==> src/rtl/operand_sequencer.sv <==
// operand_sequencer: collects two little-endian operands byte-by-byte from the
// switch input on enter presses, kicks the ALU, waits for its done with a
// timeout, and presents the captured result as two selectable 16-bit halves.
module operand_sequencer #(
  parameter int unsigned NBYTES  = 4,
  parameter int unsigned TIMEOUT = 1024
) (
  input  logic                  clk,
  input  logic                  reset,
  input  logic                  enter,
  input  logic                  loaddata,
  input  logic [7:0]            inputdata,
  input  logic                  alu_done,
  input  logic [31:0]           dataR,
  output logic [8*NBYTES-1:0]   dataA,
  output logic [8*NBYTES-1:0]   dataB,
  output logic                  alu_start,
  output logic                  inputdata_ready,
  output logic [15:0]           disp_value,
  output logic [1:0]            byte_sel,
  output logic [2:0]            phase,
  output logic                  err
);

  localparam int unsigned OP_W  = 8 * NBYTES;
  localparam int unsigned CNT_W = (TIMEOUT > 1) ? $clog2(TIMEOUT) : 1;

  localparam logic [1:0]       LAST_BYTE = 2'(NBYTES - 1);
  localparam logic [CNT_W-1:0] CNT_LAST  = CNT_W'(TIMEOUT - 1);

  // Encoding doubles as the status LED code driven on phase.
  typedef enum logic [2:0] {
    S_IDLE    = 3'd0,
    S_LOAD_A  = 3'd1,
    S_LOAD_B  = 3'd2,
    S_START   = 3'd3,
    S_WAIT    = 3'd4,
    S_SHOW_LO = 3'd5,
    S_SHOW_HI = 3'd6,
    S_ERROR   = 3'd7
  } state_e;

  state_e           state_q;
  logic             enter_q;
  logic [1:0]       byte_sel_q;
  logic [OP_W-1:0]  data_a_q;
  logic [OP_W-1:0]  data_b_q;
  logic [31:0]      result_q;
  logic [CNT_W-1:0] cnt_q;
  logic             enter_pulse;

  // Rising edge of the debounced button; enter_q resets high so a press held
  // through reset is not seen as a new press.
  assign enter_pulse = enter & ~enter_q;

  // Sequencer state, operand/result storage and ALU timeout counter.
  always_ff @(posedge clk) begin
    if (reset) begin
      state_q    <= S_IDLE;
      enter_q    <= 1'b1;
      byte_sel_q <= '0;
      data_a_q   <= '0;
      data_b_q   <= '0;
      result_q   <= '0;
      cnt_q      <= '0;
    end else begin
      enter_q <= enter;
      case (state_q)
        S_IDLE: begin
          if (loaddata) begin
            state_q    <= S_LOAD_A;
            data_a_q   <= '0;
            data_b_q   <= '0;
            byte_sel_q <= '0;
          end
        end
        S_LOAD_A: begin
          // Abort takes priority over a simultaneous press.
          if (!loaddata) begin
            state_q    <= S_IDLE;
            byte_sel_q <= '0;
          end else if (enter_pulse) begin
            data_a_q[{byte_sel_q, 3'b000} +: 8] <= inputdata;
            if (byte_sel_q == LAST_BYTE) begin
              byte_sel_q <= '0;
              state_q    <= S_LOAD_B;
            end else begin
              byte_sel_q <= byte_sel_q + 2'd1;
            end
          end
        end
        S_LOAD_B: begin
          if (!loaddata) begin
            state_q    <= S_IDLE;
            byte_sel_q <= '0;
          end else if (enter_pulse) begin
            data_b_q[{byte_sel_q, 3'b000} +: 8] <= inputdata;
            if (byte_sel_q == LAST_BYTE) begin
              byte_sel_q <= '0;
              state_q    <= S_START;
            end else begin
              byte_sel_q <= byte_sel_q + 2'd1;
            end
          end
        end
        S_START: begin
          // alu_done is deliberately not looked at here.
          cnt_q   <= '0;
          state_q <= S_WAIT;
        end
        S_WAIT: begin
          // A done in the final counted cycle still wins over the timeout.
          if (alu_done) begin
            result_q <= dataR;
            state_q  <= S_SHOW_LO;
          end else if (cnt_q == CNT_LAST) begin
            state_q <= S_ERROR;
          end else begin
            cnt_q <= cnt_q + CNT_W'(1);
          end
        end
        S_SHOW_LO, S_SHOW_HI: begin
          if (enter_pulse) begin
            if (loaddata) begin
              state_q    <= S_LOAD_A;
              data_a_q   <= '0;
              data_b_q   <= '0;
              byte_sel_q <= '0;
            end else begin
              state_q <= (state_q == S_SHOW_LO) ? S_SHOW_HI : S_SHOW_LO;
            end
          end
        end
        S_ERROR: begin
          if (enter_pulse) begin
            state_q <= S_IDLE;
          end
        end
        default: state_q <= S_IDLE;
      endcase
    end
  end

  // Display value decoded from the registered state and captured result.
  always_comb begin
    disp_value = '0;
    case (state_q)
      S_SHOW_LO: disp_value = result_q[15:0];
      S_SHOW_HI: disp_value = result_q[31:16];
      S_ERROR:   disp_value = 16'hEEEE;
      default:   disp_value = '0;
    endcase
  end

  assign dataA           = data_a_q;
  assign dataB           = data_b_q;
  assign byte_sel        = byte_sel_q;
  assign phase           = state_q;
  assign alu_start       = (state_q == S_START);
  assign inputdata_ready = (state_q == S_SHOW_LO) || (state_q == S_SHOW_HI);
  assign err             = (state_q == S_ERROR);

endmodule

==> config.mk <==
export PLATFORM = sky130hd
export DESIGN_NAME = operand_sequencer
export DESIGN_NICKNAME = d
export VERILOG_FILES = /design/src/rtl/operand_sequencer.sv
export SDC_FILE = /design/constraint.sdc
export NUM_CORES = 1
export LEC_CHECK = 0
export CAP_MARGIN = 20
export CORE_UTILIZATION = 53
export DETAILED_ROUTE_END_ITERATION = 10
export PLACE_DENSITY = 0.85
export SYNTH_ARGS = -nofsm -noshare
export SYNTH_HDL_FRONTEND = slang
export SYNTH_SLANG_ARGS = --single-unit
export TNS_END_PERCENT = 30
==> constraint.sdc <==
create_clock -name clk -period 5.77 [get_ports clk]
set_input_delay 0.577 -clock clk [delete_from_list [all_inputs] [get_ports clk]]
set_output_delay 0.577 -clock clk [all_outputs]
set_load 0.03 [all_outputs]
==> results of run 1 <==
## through the flow
stage | instances | worst slack, ns | utilization (%)
floorplan | 638 | 3.440 | -
global placement | 862 | 2.655 | 67.93
detailed placement | 862 | 2.644 | 67.93
CTS | 878 | 2.200 | 69.88
global route | 881 | 2.102 | 70.47
finish | 881 | 2.313 | 70.47
## kinds of logic after synthesis
group / share of synthesized area, %
adders and majority gates: 1.176
buffers and inverters: 4.776
DFF: 42.16
AOI/OAI and AO/OA: 14.80
and+or+nand+nor: 23.93
muxes: 12.99
xor gates and xnor gates: 0.1647
## power groups by stage
stage,Clock [mW],Sequential [mW],Combinational [mW]
6_report,0.458,0.790,0.225
5_1_grt,0.487,0.792,0.242
4_1_cts,0.459,0.794,0.217
3_5_place_dp,0,0.812,0.217
3_3_place_gp,0,0.811,0.212
2_1_floorplan,0,0.811,0.154
## state kept, by name, summed over array words and instances, names as in the netlist
name,cells
byte_sel,2
cnt_q,10
dataA,32
dataB,32
enter_q,1
phase,3
result_q,32
## final timing paths
check	from	endpoint	slack, ns	cells after the start
worst max-delay path	phase[2]	disp_value[9]	2.31	3
worst min-delay path	result_q[19]	result_q[19]	0.46	2
worst max register to register	phase[2]	phase[0]	3.16	4
worst min register to register	result_q[19]	result_q[19]	0.46	2
## placed cells by master (no fill, tap or decap), drive strengths merged, types with 6 or more instances in the layout
cell type / instances
nand2: 216
mux2i: 69
dfxtp: 112
nor2: 19
o21ai: 24
clkbuf: 10
clkdlybuf4s50: 131
a21oi: 58
nor2b: 10
inv: 10
nand3: 9
buf: 7
or3: 6
## cell type report
cell class,instances,area share (%)
Clock buffer,10,1.861
Clock inverter,6,0.9124
Inverter,9,0.4927
Multi-Input combinational cell,473,41.24
Sequential cell,112,32.70
Tap cell,133,2.427
Timing Repair Buffer,138,20.36
## metal layers
metal / share of wire, % / global-route usage [%] / vias up
li1: - / - / 2369
met1: 42 / 32.48 / 2245
met2: 50 / 44.09 / 191
met3: 6.8 / 5.267 / 21
met4: 1.9 / 9.121 / 0
met5: 0 / 0 / -
## worst max-delay path, stage by stage (launching register included)
cell and delay, ns:
dfxtp_1 0.80, clkinv_1 0.64, a21oi_1 0.34, clkdlybuf4s50_1 0.71
==> run_results.csv, run 1 <==
group,metric,value,unit
sta,fin_crit_sh,59.92,%
floorplan,dieArea,10440,µm²
power_and_ir_drop,comb_power_share,15.3,%
synthesis,synth_area,5318,µm²
clock_network,clockRootBuffer,"clkbuf_8",
sta,worstMarginPinSlew,1.052,ns
setup_path,cp.required,5.19,ns
detailed_routing,drtIter0Drc,203,
floorplan,rows,36,
clock_network,htreeDepth,3,
sta,finalHoldViolations,0,
clock_network,cts_made_buffers,9,
clock_network,cts_tree,"done",
power_and_ir_drop,p_int,1.047,mW
placed_design,postPlaceCellArea,6609,µm²
global_routing,grt_pass1_vias,4464,
sta,slew_headroom,29.24,%
clock_network,clock_latency,0.40,ns
detailed_routing,vias,4826,
power_and_ir_drop,p_leak,2.335,nW
cells_and_area,stdcell_area,6857,µm²
setup_path,worstPathMaxFanout,21,
synthesis,synth_top_cells_by_count,"215 x nand2_1, 112 x dfxtp_1, 69 x mux2i_1",
cells_and_area,antennaDiodeCount,0,
cells_and_area,fillCellCount,787,
sta,layout_min_cycle_time,3.457,ns
global_routing,grt_max_degree,60,
cells_and_area,syn2layout_area_growth,28.94,%
clock_network,post_cts_buffers,0,
floorplan,initial_core_util,54.66,%
power_and_ir_drop,switchingPower,0.4274,mW
power_and_ir_drop,cellPowerDensity,215.0,nW/µm²
sta,drv_slew,0,
sta,final.setup_skew,0.02602,ns
status,status,"completed",
synthesis,yosysMostFrequentCell,"nand2_1",
power_and_ir_drop,ir_drop,0.1271,mV
detailed_routing,wire_per_inst,15.00,µm
clock_network,cts_resized,0,
sta,rsz0062_at_grt,"false",
power_and_ir_drop,p_sw_share,28.99,%
power_and_ir_drop,power_frac_clock,31.1,%
synthesis,async_flop_share,0,%
cells_and_area,register_area,2242,µm²
setup_path,worstSetupPathType,"reg2out",
placed_design,io_buffers,132,
global_routing,antenna_found_initial,0,
global_routing,track_usage,25.87,%
detailed_routing,first_pass_iters,5,
placed_design,hpwl,9392,µm
synthesis,ys.flop_type,"dfxtp_1",
run,cap_viol_max_count,0,
detailed_routing,via_per_inst,5.478,
setup_path,worstSetupEndpointType,"output port",
synthesis,ys_seq_area_share,42.16,%
global_routing,grt.overflow.total,0,
sta,fmax,0.2892,GHz
detailed_routing,wl,13210,µm
synthesis,yosysUniqueCellTypes,55,
clock_network,cts_buffer_depth,2,
placed_design,gp_congestion,0.8484,
floorplan,dieHeight,102.2,µm
power_and_ir_drop,finalPower,1.474,mW
sta,whs,0.4622,ns
cells_and_area,nets,793,
synthesis,synthTopCellsByArea,"dfxtp_1 42%, nand2_1 15%, mux2i_1 13%",
clock_network,clock_sinks,112,
detailed_routing,drcViolationCount,0,
setup_path,arrival,2.88,ns
cells_and_area,drive_above_1_share,6.283,%
sta,setup_tns,0,ns
sta,setup-violations-final,0,
power_and_ir_drop,p_seq_share,53.6,%
synthesis,synthCells,638,
synthesis,syn_nets,688,
floorplan,dieWidth,102.2,µm
worst_hold_path,hold_class,"reg2reg",
synthesis,synth_warnings,0,
synthesis,syn_avg_cell_area,8.335,µm²
detailed_routing,antenna_left,0,
floorplan,io_pins,133,
setup_path,cp-start-kind,"register",
synthesis,synth_top_cell_by_area,"dfxtp_1",
synthesis,synth_edf_count,0,
synthesis,ys_ff_latch,112,
global_routing,grt_pass1_wl,21200,µm
cells_and_area,multiInputGateArea,2828,µm²
clock_network,cts_hold_buffers,0,
floorplan,coreArea,9729,µm²
clock_network,clk_pin_slew,0.11,ns
synthesis,synth_top_area_share,42.16,%
Note: power is estimated with default switching activity, not from simulation.
==> run 2, diff against run 1 <==
--- a/config.mk
+++ b/config.mk
@@ -6,9 +6,9 @@
 export NUM_CORES = 1
 export LEC_CHECK = 0
 export CAP_MARGIN = 20
-export CORE_UTILIZATION = 53
+export CORE_UTILIZATION = 49
 export DETAILED_ROUTE_END_ITERATION = 10
-export PLACE_DENSITY = 0.85
+export PLACE_DENSITY = 0.8
 export SYNTH_ARGS = -nofsm -noshare
 export SYNTH_HDL_FRONTEND = slang
 export SYNTH_SLANG_ARGS = --single-unit
==> constraint.sdc (replaced) <==
create_clock -name clk -period 3.2 [get_ports clk]
set_input_delay 0.32 -clock clk [delete_from_list [all_inputs] [get_ports clk]]
set_output_delay 0.32 -clock clk [all_outputs]
set_load 0.03 [all_outputs]
==> run 2 against run 1 <==
Sequential share of layout area decreased by 0.15 points; die area increased by 8.0%; critical endpoint is now disp_value[5]; register-to-register slack got worse by 2.5 ns; largest power group unchanged; via count is 0.35% higher; combinational power up 84%; core utilization shrank 4.3 points; global-route usage down 1.7 points; design area grew 0.47%; total power is 87% higher; clock power grew 100%; clock-buffer cell count shrank 1; first-iteration DRC count down 9.4%.
==> run_results.csv, run 2 (same netlist as run 1, synthesis figures left out) <==
group,metric,value,unit
cells_and_area,nets,797,
worst_hold_path,min-delay-start,"result_q[14]",
cells_and_area,final_cell_mix,"215 x nand2_1, 131 x clkdlybuf4s50_1, 112 x dfxtp_1",
clock_network,clk_pin_slew,0.11,ns
setup_path,cp.required,2.88,ns
floorplan,coreArea,10420,µm²
setup_path,worstPathMaxFanout,18,
detailed_routing,antenna_left,0,
sta,worstMarginPinSlew,1.017,ns
worst_hold_path,whs_path_depth,2,
sta,finalHoldViolations,0,
sta,fin_crit_sh,90.10,%
floorplan,dieWidth,106.2,µm
placed_design,hpwl,9746,µm
setup_path,worstSetupEndpointType,"output port",
floorplan,rows,37,
detailed_routing,wl,13530,µm
floorplan,io_pins,133,
setup_path,rrSetupSlack,0.70,ns
worst_hold_path,hold_path_end,"result_q[14]",
cells_and_area,antennaDiodeCount,0,
floorplan,initial_core_util,51.05,%
placed_design,io_buffers,132,
clock_network,clock_sinks,112,
global_routing,grt.overflow.total,0,
cells_and_area,drive_above_1_share,6.915,%
clock_network,clock_latency,0.38,ns
run,cap_viol_max_count,0,
global_routing,track_usage,24.14,%
status,status,"completed",
clock_network,htreeDepth,3,
power_and_ir_drop,p_leak,2.359,nW
clock_network,cts_hold_buffers,0,
floorplan,dieHeight,106.2,µm
clock_network,clockRootBuffer,"clkbuf_8",
worst_hold_path,hold_class,"reg2reg",
setup_path,arrival,2.56,ns
global_routing,antenna_found_initial,0,
sta,drv_slew,0,
sta,setup-violations-final,0,
clock_network,cts_resized,0,
global_routing,grt_pass1_vias,4646,
sta,finalWorstSetupSlack,0.3168,ns
placed_design,gp_congestion,0.8348,
clock_network,post_cts_buffers,0,
sta,fmax,0.3468,GHz
detailed_routing,drtIter0Drc,184,
sta,rsz0062_at_grt,"false",
sta,final.setup_skew,0.01267,ns
clock_network,cts_tree,"done",
power_and_ir_drop,cellPowerDensity,400.1,nW/µm²
clock_network,cts_buffer_depth,2,
sta,layout_min_cycle_time,2.883,ns
floorplan,dieArea,11270,µm²
detailed_routing,wire_per_inst,15.23,µm
detailed_routing,drcViolationCount,0,
cells_and_area,stdcell_area,6889,µm²
detailed_routing,via_per_inst,5.454,
clock_network,cts_made_buffers,9,
setup_path,worstSetupPathType,"reg2out",
setup_path,cp-start-kind,"register",
setup_path,worstRegToRegCells,6,
setup_path,r2r-start,"phase[1]",
global_routing,grt_max_degree,54,
placed_design,pre_cts_slack,0.7264,ns
setup_path,timing.rr.end,"dataA[4]",
cells_and_area,syn2layout_area_growth,29.55,%
cells_and_area,final_common_cell,"nand2_1",
power_and_ir_drop,ir_drop,0.2757,mV
detailed_routing,first_pass_iters,4,
detailed_routing,vias,4843,
sta,setup_tns,0,ns
sta,slew_headroom,31.61,%
global_routing,grt_pass1_wl,21990,µm
placed_design,postPlaceCellArea,6665,µm²
==> run 2: cell types whose count changed in the layout (fill, tap and decap cells not counted), sizes merged <==
cell	delta
bufinv	+1
buf	+4
clkbuf	-1
==> run 2: worst max-delay path by stage <==
stage	start	to	slack [ns]	cells past startpoint
2_1_floorplan	phase[1]	disp_value[3]	1.13	5
3_3_place_gp	phase[1]	disp_value[12]	0.82	4
3_5_place_dp	phase[2]	disp_value[3]	0.73	3
4_1_cts	phase[2]	disp_value[3]	0.28	3
5_1_grt	phase[1]	disp_value[12]	0.13	4
6_report	phase[2]	disp_value[5]	0.32	3
==> run 2: report_power, final <==
group | leakage [nW] | switching, mW | internal [mW] | total, mW
combinational | 1.34 | 0.236 | 0.177 | 0.413
clock | 0.112 | 0.536 | 0.388 | 0.924
sequential | 0.903 | 0.0142 | 1.41 | 1.42
total | 2.36 | 0.786 | 1.97 | 2.76
==> run 2: critical path, cell delays in order (launching register included) <==
cell             delay (ns)
dfxtp_1                0.60
clkinv_1               0.54
a21oi_1                0.33
clkdlybuf4s50_1        0.71
==> run 2: area by class of cell <==
class / count / area (µm²)
well taps: 136 / 170.2
clock buffers: 9 / 123.9
fillers: 889 / 3527
multi-input cells: 473 / 2828
flip-flops and latches: 112 / 2242
clock inverters: 7 / 100.1
repair buffers: 142 / 1391
inverters: 9 / 33.78
==> run 2: routing by layer <==
metal	wire length (µm)	up-vias	track usage [%]	part of all wire (%)
met5	0	-	0	0
met4	220	0	7.440	1.6
met3	930	19	5.334	6.9
met2	6680	182	42.49	49
met1	5697	2272	29.12	42
li1	-	2370	-	-
==> run 2: stage by stage <==
step | cells | hold WS [ns] | power (mW) | util [%]
after floorplan | 638 | 0.4266 | 1.741 | -
after global placement | 872 | 0.4395 | 1.854 | 63.99
after detailed placement | 872 | 0.4471 | 1.863 | 63.99
after CTS | 888 | 0.4634 | 2.766 | 66.14
after global routing | 888 | 0.4709 | 2.867 | 66.14
final | 888 | 0.4604 | 2.756 | 66.14
==> run 3, diff against run 2 <==
--- a/config.mk
+++ b/config.mk
@@ -5,10 +5,10 @@
 export SDC_FILE = /design/constraint.sdc
 export NUM_CORES = 1
 export LEC_CHECK = 0
-export CAP_MARGIN = 20
+export CAP_MARGIN = 30
 export CORE_UTILIZATION = 49
 export DETAILED_ROUTE_END_ITERATION = 10
-export PLACE_DENSITY = 0.8
+export PLACE_DENSITY_LB_ADDON = 0.08
 export SYNTH_ARGS = -nofsm -noshare
 export SYNTH_HDL_FRONTEND = slang
 export SYNTH_SLANG_ARGS = --single-unit
==> run 3 against run 2 <==
Maximum frequency up 1.2%; worst setup slack better by 0.034 ns; via count down 2.8%; sequential share of layout area about the same; first-iteration DRC count up 14%; global-route usage about the same; sequential cell count unchanged; total power down 2.9%; non-clock buffer count up 1; register-to-register slack about the same; clock-buffer cell count up 2; cell count up 0.11%; largest power group unchanged.
==> run_results.csv, run 3 (same netlist as run 1, synthesis figures left out) <==
group,metric,value,unit
placed_design,io_buffers,132,
placed_design,postPlaceCellArea,6678,µm²
setup_path,cp.required,2.88,ns
global_routing,grt.overflow.total,0,
global_routing,antenna_found_initial,0,
global_routing,track_usage,24.12,%
sta,setup-violations-final,0,
cells_and_area,antennaDiodeCount,0,
sta,rsz0062_at_grt,"false",
floorplan,coreArea,10420,µm²
run,cap_viol_max_count,0,
sta,slew_headroom,34.61,%
setup_path,r2r-start,"phase[1]",
setup_path,worstSetupEndpointType,"output port",
placed_design,gp_congestion,0.8059,
clock_network,clockRootBuffer,"clkbuf_8",
cells_and_area,nets,798,
worst_hold_path,hold_path_end,"result_q[25]",
floorplan,dieWidth,106.2,µm
floorplan,dieArea,11270,µm²
setup_path,worstPathMaxFanout,25,
detailed_routing,wire_per_inst,14.75,µm
worst_hold_path,min-delay-start,"result_q[25]",
power_and_ir_drop,cellPowerDensity,389.2,nW/µm²
detailed_routing,antenna_left,0,
clock_network,cts_tree,"done",
floorplan,io_pins,133,
global_routing,grt_max_degree,57,
clock_network,clk_pin_slew,0.09,ns
clock_network,cts_hold_buffers,0,
cells_and_area,fillCellCount,896,
setup_path,crit_path_cell_trace,"nor2b_1, a22oi_1, nor2_1, clkdlybuf4s50_1",
setup_path,timing.rr.end,"dataA[15]",
status,status,"completed",
sta,whs,0.4556,ns
cells_and_area,drive_above_1_share,6.906,%
setup_path,worstRegToRegCells,6,
floorplan,initial_core_util,51.05,%
worst_hold_path,whs_path_depth,2,
clock_network,cts_resized,0,
clock_network,clock_sinks,112,
power_and_ir_drop,ir_drop,0.2672,mV
detailed_routing,wl,13110,µm
global_routing,grt_pass1_vias,4478,
setup_path,rrSetupSlack,0.71,ns
floorplan,rows,37,
clock_network,htreeDepth,3,
detailed_routing,drcViolationCount,0,
clock_network,clock_latency,0.37,ns
detailed_routing,drtIter0Drc,209,
setup_path,cp-start-kind,"register",
sta,fmax,0.3510,GHz
global_routing,grt_pass1_wl,21690,µm
clock_network,post_cts_buffers,0,
sta,worstMarginPinSlew,0.9788,ns
power_and_ir_drop,p_leak,2.351,nW
placed_design,hpwl,9450,µm
sta,final.setup_skew,0.007130,ns
floorplan,dieHeight,106.2,µm
placed_design,placedCellCount,872,
setup_path,worstSetupPathType,"reg2out",
detailed_routing,via_per_inst,5.297,
cells_and_area,final_cell_mix,"215 x nand2_1, 131 x clkdlybuf4s50_1, 112 x dfxtp_1",
clock_network,cts_buffer_depth,2,
sta,drv_slew,0,
sta,finalHoldViolations,0,
sta,layout_min_cycle_time,2.849,ns
detailed_routing,first_pass_iters,4,
cells_and_area,stdcell_area,6880,µm²
cells_and_area,finalNonFillerCells,889,
cells_and_area,final_common_cell,"nand2_1",
setup_path,arrival,2.53,ns
clock_network,cts_made_buffers,9,
setup_path,slowest_delay,0.86,ns
setup_path,crit_slowest_cell,"dfxtp_1",
sta,fin_crit_sh,89.02,%
detailed_routing,vias,4709,
cells_and_area,syn2layout_area_growth,29.39,%
worst_hold_path,hold_class,"reg2reg",
sta,setup_tns,0,ns
[run 3: critical path: cells and delay by family (launching register included)]
family,cells,cell delay [ns]
buffers and inverters,1,0.71
and+or+nand+nor,2,0.48
DFF,1,0.86
AOI/OAI and AO/OA,1,0.11
[run 3: power breakdown]
group / total (mW) / internal, mW / switching (mW)
Sequential: 1.42 / 1.41 / 0.0148
Clock: 0.848 / 0.383 / 0.465
Combinational: 0.410 / 0.177 / 0.233
[run 3: worst max-delay path by stage]
stage	endpoint	depth (start not counted)	startpoint	slack, ns
6_report	disp_value[0]	4	phase[1]	0.35
5_1_grt	disp_value[0]	4	phase[1]	0.17
4_1_cts	disp_value[0]	4	phase[1]	0.32
3_5_place_dp	dataA[21]	6	phase[1]	0.71
3_3_place_gp	disp_value[12]	4	phase[1]	0.79
2_1_floorplan	disp_value[3]	5	phase[1]	1.13
[run 3: routing by layer]
layer	track usage, %	wire length (µm)	vias to the layer above
met5	0	0	-
met4	9.821	218	0
met3	3.863	669	16
met2	42.02	6569	118
met1	29.48	5656	2205
li1	-	-	2370
[run 3: per-stage QoR]
stage | setup WS, ns | util (%) | total power [mW]
CTS | 0.3232 | 66.01 | 2.693
floorplan | 1.127 | - | 1.741
global route | 0.1679 | 66.05 | 2.789
detailed placement | 0.7138 | 64.11 | 1.861
finish | 0.3513 | 66.05 | 2.678
global placement | 0.7856 | 64.11 | 1.856
[run 3: area by class of cell]
class,instances,area [µm²],share of cell area [%]
Clock buffer,11,141.4,2.055
Clock inverter,5,56.30,0.8183
Inverter,9,33.78,0.4910
Multi-Input combinational cell,473,2828,41.10
Sequential cell,112,2242,32.59
Tap cell,136,170.2,2.473
Timing Repair Buffer,143,1409,20.48
